<file path="src/rtl/debug_bus_master.sv">
//------------------------------------------------------------------------------
// debug_bus_master
//
// Initiator side of the debug bus. Parses command bytes arriving on an RX byte
// stream and turns them into debug bus accesses; response bytes go out on a TX
// byte stream.
//
//   0x01 A_HI A_LO D : write D to {A_HI,A_LO}, reply ACK_BYTE
//   0x02 A_HI A_LO N : read N bytes from consecutive addresses (N=0 -> 256),
//                      reply with each byte; TIMEOUT_BYTE on a silent
//                      responder, after which the rest of the burst is dropped
//   anything else    : swallowed, no reply
//
// Ports
//   clk, reset        system clock, synchronous active-high reset
//   rx_data/valid/ready   command byte stream (consumed on valid && ready)
//   tx_data/valid/ready   response byte stream (held until valid && ready)
//   bus_addr, bus_write_data, bus_write_enable, bus_read_enable
//                     request side of the debug bus, held until bus_ready
//   bus_ready         responder accepts the pending request this cycle
//   bus_read_data/valid   read return path, honoured only while waiting
//
// Every output is driven straight from a flop.
//------------------------------------------------------------------------------
`timescale 1ns/1ps
module debug_bus_master #(
  parameter int unsigned ADDR_WIDTH   = 16,
  parameter int unsigned TIMEOUT      = 255,
  parameter logic [7:0]  ACK_BYTE     = 8'h4B,
  parameter logic [7:0]  TIMEOUT_BYTE = 8'hEE
) (
  input  logic                  clk,
  input  logic                  reset,
  input  logic [7:0]            rx_data,
  input  logic                  rx_valid,
  output logic                  rx_ready,
  output logic [7:0]            tx_data,
  output logic                  tx_valid,
  input  logic                  tx_ready,
  output logic [ADDR_WIDTH-1:0] bus_addr,
  output logic [7:0]            bus_write_data,
  output logic                  bus_write_enable,
  output logic                  bus_read_enable,
  input  logic                  bus_ready,
  input  logic [7:0]            bus_read_data,
  input  logic                  bus_read_valid
);

  typedef enum logic [2:0] {
    S_IDLE     = 3'd0,
    S_ADDR_HI  = 3'd1,
    S_ADDR_LO  = 3'd2,
    S_ARG      = 3'd3,
    S_BUS_REQ  = 3'd4,
    S_BUS_WAIT = 3'd5,
    S_TX       = 3'd6
  } state_t;

  // Last timer value still allowed to wait; the abort fires on that cycle
  // unless read data shows up in it.
  localparam logic [15:0]           TIMEOUT_LAST = 16'(TIMEOUT - 32'd1);
  localparam logic [ADDR_WIDTH-1:0] ADDR_ONE     = {{(ADDR_WIDTH-1){1'b0}}, 1'b1};

  state_t                state, state_next;
  logic                  is_write, is_write_next;
  logic                  aborted, aborted_next;
  logic [7:0]            addr_hi, addr_hi_next;
  logic [8:0]            count, count_next;
  logic [15:0]           timer, timer_next;
  logic [15:0]           addr_full;
  logic                  rx_accept;
  logic                  rx_ready_next;
  logic [7:0]            tx_data_next;
  logic                  tx_valid_next;
  logic [ADDR_WIDTH-1:0] bus_addr_next;
  logic [7:0]            bus_write_data_next;
  logic                  bus_write_enable_next;
  logic                  bus_read_enable_next;

  // rx_ready is only ever high in the parsing states.
  function automatic logic is_parse_state(input state_t s);
    case (s)
      S_IDLE, S_ADDR_HI, S_ADDR_LO, S_ARG: is_parse_state = 1'b1;
      default:                             is_parse_state = 1'b0;
    endcase
  endfunction

  assign rx_accept = rx_valid && rx_ready;
  // Upper received address bits beyond ADDR_WIDTH are simply dropped.
  assign addr_full = {addr_hi, rx_data};

  // Next-state and next-output decode.
  always_comb begin
    state_next            = state;
    is_write_next         = is_write;
    aborted_next          = aborted;
    addr_hi_next          = addr_hi;
    count_next            = count;
    timer_next            = timer;
    tx_data_next          = tx_data;
    tx_valid_next         = tx_valid;
    bus_addr_next         = bus_addr;
    bus_write_data_next   = bus_write_data;
    bus_write_enable_next = bus_write_enable;
    bus_read_enable_next  = bus_read_enable;

    case (state)
      S_IDLE: begin
        if (rx_accept) begin
          if (rx_data == 8'h01) begin
            is_write_next = 1'b1;
            state_next    = S_ADDR_HI;
          end else if (rx_data == 8'h02) begin
            is_write_next = 1'b0;
            state_next    = S_ADDR_HI;
          end else begin
            state_next = S_IDLE;
          end
        end else begin
          state_next = S_IDLE;
        end
      end

      S_ADDR_HI: begin
        if (rx_accept) begin
          addr_hi_next = rx_data;
          state_next   = S_ADDR_LO;
        end else begin
          state_next = S_ADDR_HI;
        end
      end

      S_ADDR_LO: begin
        if (rx_accept) begin
          bus_addr_next = addr_full[ADDR_WIDTH-1:0];
          state_next    = S_ARG;
        end else begin
          state_next = S_ADDR_LO;
        end
      end

      S_ARG: begin
        if (rx_accept) begin
          aborted_next = 1'b0;
          state_next   = S_BUS_REQ;
          if (is_write) begin
            bus_write_data_next   = rx_data;
            bus_write_enable_next = 1'b1;
            count_next            = 9'd1;
          end else begin
            bus_read_enable_next = 1'b1;
            count_next           = (rx_data == 8'h00) ? 9'h100 : {1'b0, rx_data};
          end
        end else begin
          state_next = S_ARG;
        end
      end

      S_BUS_REQ: begin
        // Request stays on the bus untouched until the responder takes it.
        if (bus_ready) begin
          bus_write_enable_next = 1'b0;
          bus_read_enable_next  = 1'b0;
          if (is_write) begin
            tx_data_next  = ACK_BYTE;
            tx_valid_next = 1'b1;
            state_next    = S_TX;
          end else begin
            timer_next = 16'd0;
            state_next = S_BUS_WAIT;
          end
        end else begin
          state_next = S_BUS_REQ;
        end
      end

      S_BUS_WAIT: begin
        // Data arriving on the last allowed cycle still wins over the abort.
        if (bus_read_valid) begin
          tx_data_next  = bus_read_data;
          tx_valid_next = 1'b1;
          state_next    = S_TX;
        end else if (timer >= TIMEOUT_LAST) begin
          tx_data_next  = TIMEOUT_BYTE;
          tx_valid_next = 1'b1;
          aborted_next  = 1'b1;
          state_next    = S_TX;
        end else begin
          timer_next = timer + 16'd1;
        end
      end

      S_TX: begin
        if (tx_ready) begin
          tx_valid_next = 1'b0;
          if (!is_write && !aborted && (count > 9'd1)) begin
            count_next           = count - 9'd1;
            bus_addr_next        = bus_addr + ADDR_ONE;
            bus_read_enable_next = 1'b1;
            state_next           = S_BUS_REQ;
          end else begin
            count_next = 9'd0;
            state_next = S_IDLE;
          end
        end else begin
          state_next = S_TX;
        end
      end

      default: begin
        state_next            = S_IDLE;
        tx_valid_next         = 1'b0;
        bus_write_enable_next = 1'b0;
        bus_read_enable_next  = 1'b0;
      end
    endcase

    rx_ready_next = is_parse_state(state_next);
  end

  // State register.
  always_ff @(posedge clk) begin
    if (reset) begin
      state <= S_IDLE;
    end else begin
      state <= state_next;
    end
  end

  // Command context, timers and registered outputs.
  always_ff @(posedge clk) begin
    if (reset) begin
      is_write         <= 1'b0;
      aborted          <= 1'b0;
      addr_hi          <= 8'h00;
      count            <= 9'd0;
      timer            <= 16'd0;
      rx_ready         <= 1'b0;
      tx_data          <= 8'h00;
      tx_valid         <= 1'b0;
      bus_addr         <= '0;
      bus_write_data   <= 8'h00;
      bus_write_enable <= 1'b0;
      bus_read_enable  <= 1'b0;
    end else begin
      is_write         <= is_write_next;
      aborted          <= aborted_next;
      addr_hi          <= addr_hi_next;
      count            <= count_next;
      timer            <= timer_next;
      rx_ready         <= rx_ready_next;
      tx_data          <= tx_data_next;
      tx_valid         <= tx_valid_next;
      bus_addr         <= bus_addr_next;
      bus_write_data   <= bus_write_data_next;
      bus_write_enable <= bus_write_enable_next;
      bus_read_enable  <= bus_read_enable_next;
    end
  end

endmodule

</file>
<file path="config.mk">
export PLATFORM = sky130hd
export DESIGN_NAME = debug_bus_master
export DESIGN_NICKNAME = d
export VERILOG_FILES = /design/src/rtl/debug_bus_master.sv
export SDC_FILE = /design/constraint.sdc
export NUM_CORES = 1
export LEC_CHECK = 0
export BUFFER_PORTS_ARGS = -buffer_cell sky130_fd_sc_hd__clkbuf_2
export CAP_MARGIN = 10
export CORE_MARGIN = 1.5
export CORE_UTILIZATION = 48
export DETAILED_ROUTE_END_ITERATION = 8
export PLACE_DENSITY = 0.66
export SYNTH_ARGS = -nofsm -noshare
export SYNTH_HDL_FRONTEND = slang
export SYNTH_SLANG_ARGS = --single-unit
</file>
<file path="constraint.sdc">
create_clock -name clk -period 3.36 [get_ports clk]
set_clock_uncertainty 0.2 [all_clocks]
set_input_delay 0.672 -clock clk [delete_from_list [all_inputs] [get_ports clk]]
set_output_delay 0.672 -clock clk [all_outputs]
set_load 0.01 [all_outputs]
</file>
== Word level (Yosys, flattened, before mapping) ==
Cells that the tools add are included.

* Flip-flop bits (word level): 74
* Input port bits: 22
* Output and inout bits: 36

* Add/sub/neg operators: 3
* Magnitude comparators: 2
* Eq/ne operators: 24
* Mux-type cells: 53
* Bitwise logic cells: 3
* Reductions and logical operators: 28

{| class="wikitable"
|+ Operators with widths
! cell !! number
|-
| 16-bit 2-to-1 mux || 7
|-
| 16-bit case mux with 2 select lines || 2
|-
| 9-bit 2-to-1 mux || 5
|-
| 16-bit by 1-bit adder with 16-bit output, second input constant || 2
|-
| 8-bit 2-to-1 mux || 4
|-
| 2-bit inequality test, second input constant || 12
|-
| 3-bit 2-to-1 mux || 7
|-
| 3-bit case mux with 7 select lines || 1
|-
| 1-bit 2-to-1 mux || 19
|-
| 9-bit case mux with 2 select lines || 1
|-
| 16-bit by 8-bit greater-or-equal comparator with 1-bit output, second input constant || 1
|-
| 8-bit case mux with 2 select lines || 1
|-
| 4-bit AND reduction || 4
|-
| 3-bit by 2-bit == test with 1-bit output, second input constant || 4
|-
| 4-bit OR reduction || 3
|-
| 5-bit AND reduction || 2
|-
| 2-bit nonzero test || 5
|-
| 3-bit == test, second input constant || 3
|-
| 9-bit by 1-bit greater-than comparator with 1-bit output, second input constant || 1
|-
| 3-bit AND reduction || 3
|-
| 9-bit by 1-bit subtractor with 9-bit output, second input constant || 1
|-
| 8-bit by 1-bit == test with 1-bit output, second input constant || 1
|-
| 8-bit by 2-bit == test with 1-bit output, second input constant || 1
|-
| 8-bit logical NOT || 1
|-
| 13 further kinds || 22
|}

== Longest topological paths before layout ==
* Depth after elaboration: 9
* Gate-level depth with buffers: 8
* Gate-level depth less buffers: 7

== Worst setup path before layout ==
Ideal clock, no wire load.

* Kind: register -> register
* From: register timer[0]
* To: register timer[3]
* Data arrival time: 2.013 ns
* Setup slack: 1.077 ns
* Cell stages (with the launch flop): 7
* Path buffers: 0
* Cell sequence: dfxtp_1 > inv_1 > ha_1 > o2111a_4 > or4_4 > or4_1 > a21oi_1

* Longest elaborated chain between the ends: 4

{| class="wikitable"
|+ RTL lines
! what !! line !! source
|-
| from (decl) || 69 || <nowiki>logic [15:0] timer, timer_next;</nowiki>
|-
| from (signal assigned) || 250 || <nowiki>timer <= timer_next;</nowiki>
|-
| 16-bit by 1-bit adder with 16-bit output || 189 || <nowiki>timer_next = timer + 16'd1;</nowiki>
|-
| 16-bit 2-to-1 mux || 183 || <nowiki>end else if (timer >= TIMEOUT_LAST) begin</nowiki>
|-
| 16-bit 2-to-1 mux || 179 || <nowiki>if (bus_read_valid) begin</nowiki>
|-
| 16-bit case mux with 2 select lines || 107 || <nowiki>case (state)</nowiki>
|}

Several ways; a longest one is shown, not always the timed one. The select of a mux whose other input is x is not followed.
A chain may end at the register's enable or synchronous reset.

== Worst setup path after layout ==
* From: register state[2]
* To: register timer[4]

* Longest elaborated chain between the ends: 3

{| class="wikitable"
|+ RTL lines
! what !! line !! source
|-
| from (decl) || 64 || <nowiki>state_t state, state_next;</nowiki>
|-
| from (signal assigned) || 226 || <nowiki>state <= state_next;</nowiki>
|-
| 3-bit == test || 107 ||
|-
| 2-bit inequality test (no source line) / 2-bit nonzero test (equally long branches) || n/a ||
|-
| 5-bit AND reduction (no source line) || n/a ||
|}

Several ways; a longest one is shown, not always the timed one.

==> impl_results.md <==
* Status: completed
* Endpoints failing setup at 0
* GRT Total Usage at about a quarter
* WL final at ~10000 um
* H-tree Lvls at 3
* Dpl ws at 0.929 ns
* Hold crit path type: reg2reg
* Largest net degree at the start of global routing at 57
* Async set-reset flop share out of synthesis at 0%
* Cell Area, Synth at approximately 3700 sq um
* Top post-synthesis cells by area: dfxtp_1 40%, a21oi_1 5.3%, nand2_1 5.1%
* WP data required at 3.46 ns
* Die area at between 8000 and 9000 sq um
* GRT overflow at 0
* XOR/XNOR Fraction of Synth Area at less than 1%
* Critical setup path kind: reg2reg
* Largest stage delay, worst path at between 0.6 and 0.7 ns
* Setup Fix Bufs, Post-CTS at 0
* YS warnings at 0
* DRT Pass-1 Iters at 5
* Most frequent cells in the layout: 74 x dfxtp_1, 57 x clkbuf_2, 51 x nand2_1
* Crit path max fanout at 19
* Sequential area share after synthesis at 39.5%
* Worst path top cell family by delay: simple AND/OR/NAND/NOR gates
* Drt via density at 5.83
* Initial core utilization at ~49%
* CTS tree: yes
* Cell Rows at 32
* Period minus WS final at roughly 2.5 ns
* Synth area leader: dfxtp_1
* Layout Nets at approximately 540
* Port Buffer Count at 57
* Max Clk Rate at around 400 MHz
* Post-Syn Area per Cell at 8.06 sq um
* CTS Root Cell: clkbuf_8
* First DRT Iteration DRCs at roughly 250
* Diode count at 0
* Synth Area in Compound Gates at 25.0%
* Number of flops mapped to enable cells by yosys at 0
* Total CTS buffers at 9
* Clock Latency Late Sink at between 0.3 and 0.4 ns
* Die width at around 90 um
* Synth Net Count at 492
* Fin. Hold Viols at 0
* Yosys top cell area share at between 30% and 40%
* Main flop type after synthesis: dfxtp_1
* Per-cell routed wire length at between 15 and 20 um
* Synth Area in Adders at between 1.5 and 2%
* #FFs+latches synth at between 70 and 80
* Lkg Pwr at 1.70 nW
* Maximum clock insertion buffer count at 2
* RSZ-0062 raised after global routing: false
* First-pass GRT wire length at roughly 16,000 um
* Hold_buf cts at 0
* Power density cells at roughly 380 nW/um^2
* Buf+Inv Stages, Crit Path at 0
* Clock-pin slew on the worst setup and hold paths at about 0.080 ns
* Syn-to-layout area delta at 14.4%
* Post-synthesis mux area share at approximately 2.4%
* Max Transition Viols Final at 0
* Syn Inst Count at about 470
* Share of layout cells above drive strength 1 at between 10% and 20%
* Post-cts sizing count at 0
* Worst slew pin tran at roughly 0.73 ns
* Most common cell after layout, fill and taps aside: dfxtp_1
* Critical path's slowest cell: dfxtp_1
* IO Pins at just under 60
* Initial antenna violation count at 0
* Via count at ~3,600
* Total Neg Setup Slack at 0 ns
* Critical Path Start Type: flop
* TritonCTS Sinks at between 70 and 80
* CP endpoint kind: flop
* GPL Wtd Cong at around 0.86
* Cells along the critical path: nand3b_1, or2_1, or3_1, or4_1, nand2_1
* Die height at a little over 90 um
* Core area at 7650 sq um
* Final Cycle Share at 73.4%
* Max-Cap Viols at 0
* DRC viols at 0
* Critical path data arrival time at ~2.6 ns
* Peak VDD IR at ~0.24 mV
* Vias in the first global route at about 3,400
* Synth Area in Simple Gates at 26.2%
* Hpwl dp at 6700 um
* Routed Antenna Nets at 0
* Setup ws final at just under 0.9 ns
* Combinational family with the most area after synthesis: simple AND/OR/NAND/NOR gates
* Synth cell types at 60
* Slew HR at 51.3%
final timing paths:
kind | startpoint | end | slack, ns | depth (start not counted)
worst max register to register | state[2] | timer[4] | 0.89 | 5
worst min register to register | bus_write_data[1] | bus_write_data[1] | 0.26 | 2
worst min-delay path | bus_write_data[1] | bus_write_data[1] | 0.26 | 2
worst max-delay path | state[2] | timer[4] | 0.89 | 5
cells by family after synthesis:
logic type | Yosys count
simple gates | 194
compound gates | 138
flops | 74
buf+inv | 43
mux | 9
fa+ha+maj | 5
xor+xnor | 2
metal layers:
layer	GRT usage (%)	share of wire, %	routed length, um
met5	0	0	0
met4	8.46	1.3	124
met3	6.45	6.6	643
met2	37.4	44	4350
met1	33.0	48	4700
per-stage QoR:
stage | hold WS, ns | cells | util, % | cell area, sq um | total power, mW
floorplan | 0.241 | 465 | - | 3750 | 0.930
global placement | 0.243 | 603 | 53.6 | 4100 | 0.963
detailed placement | 0.244 | 603 | 53.6 | 4100 | 0.963
CTS | 0.260 | 619 | 56.1 | 4290 | 1.65
global route | 0.289 | 619 | 56.1 | 4290 | 1.69
finish | 0.257 | 619 | 56.1 | 4290 | 1.63
final cells by class:
cell class,count,area [sq um]
clock inverters,7,70.1
multi-input cells,348,2090
well taps,102,128
clock buffers,9,124
fillers,735,3360
inverters,14,52.6
repair buffers,65,345
flip-flops and latches,74,1480
synthesized netlist by cell type (all sizes together) (4+ instances only):
cell type,n
nor2,47
o2bb2ai,4
a31oi,5
a21oi,40
buf,5
ha,5
a211oi,12
mux2i,9
nand2b,4
o21ai,31
inv,14
nand4,4
o21a,6
nor3,11
dfxtp,74
nand3,18
a32o,5
o31ai,8
nor4,9
or4,6
and3,14
nand2,51
and2,7
clkbuf,24
a22oi,4
sequential cells by signal (all words and copies together) (netlist names), 3 cells and up:
signal,flops
tx_data,8
bus_addr,16
count,9
state,3
timer,16
addr_hi,8
bus_write_data,8
report_power, final:
group          leakage, nW  total [mW]  switching [mW]  internal, mW
clock network       0.0873       0.682           0.342         0.340
logic                 1.01      0.0655          0.0447        0.0207
registers            0.596       0.878         0.00135         0.877
worst register-to-register path, stage by stage (launching register included):
cell,delay [ns]
dfxtp_1,0.67
nand3b_1,0.20
or2_1,0.29
or3_1,0.46
or4_1,0.52
nand2_1,0.08
Note: power is estimated with default switching activity, not from simulation.
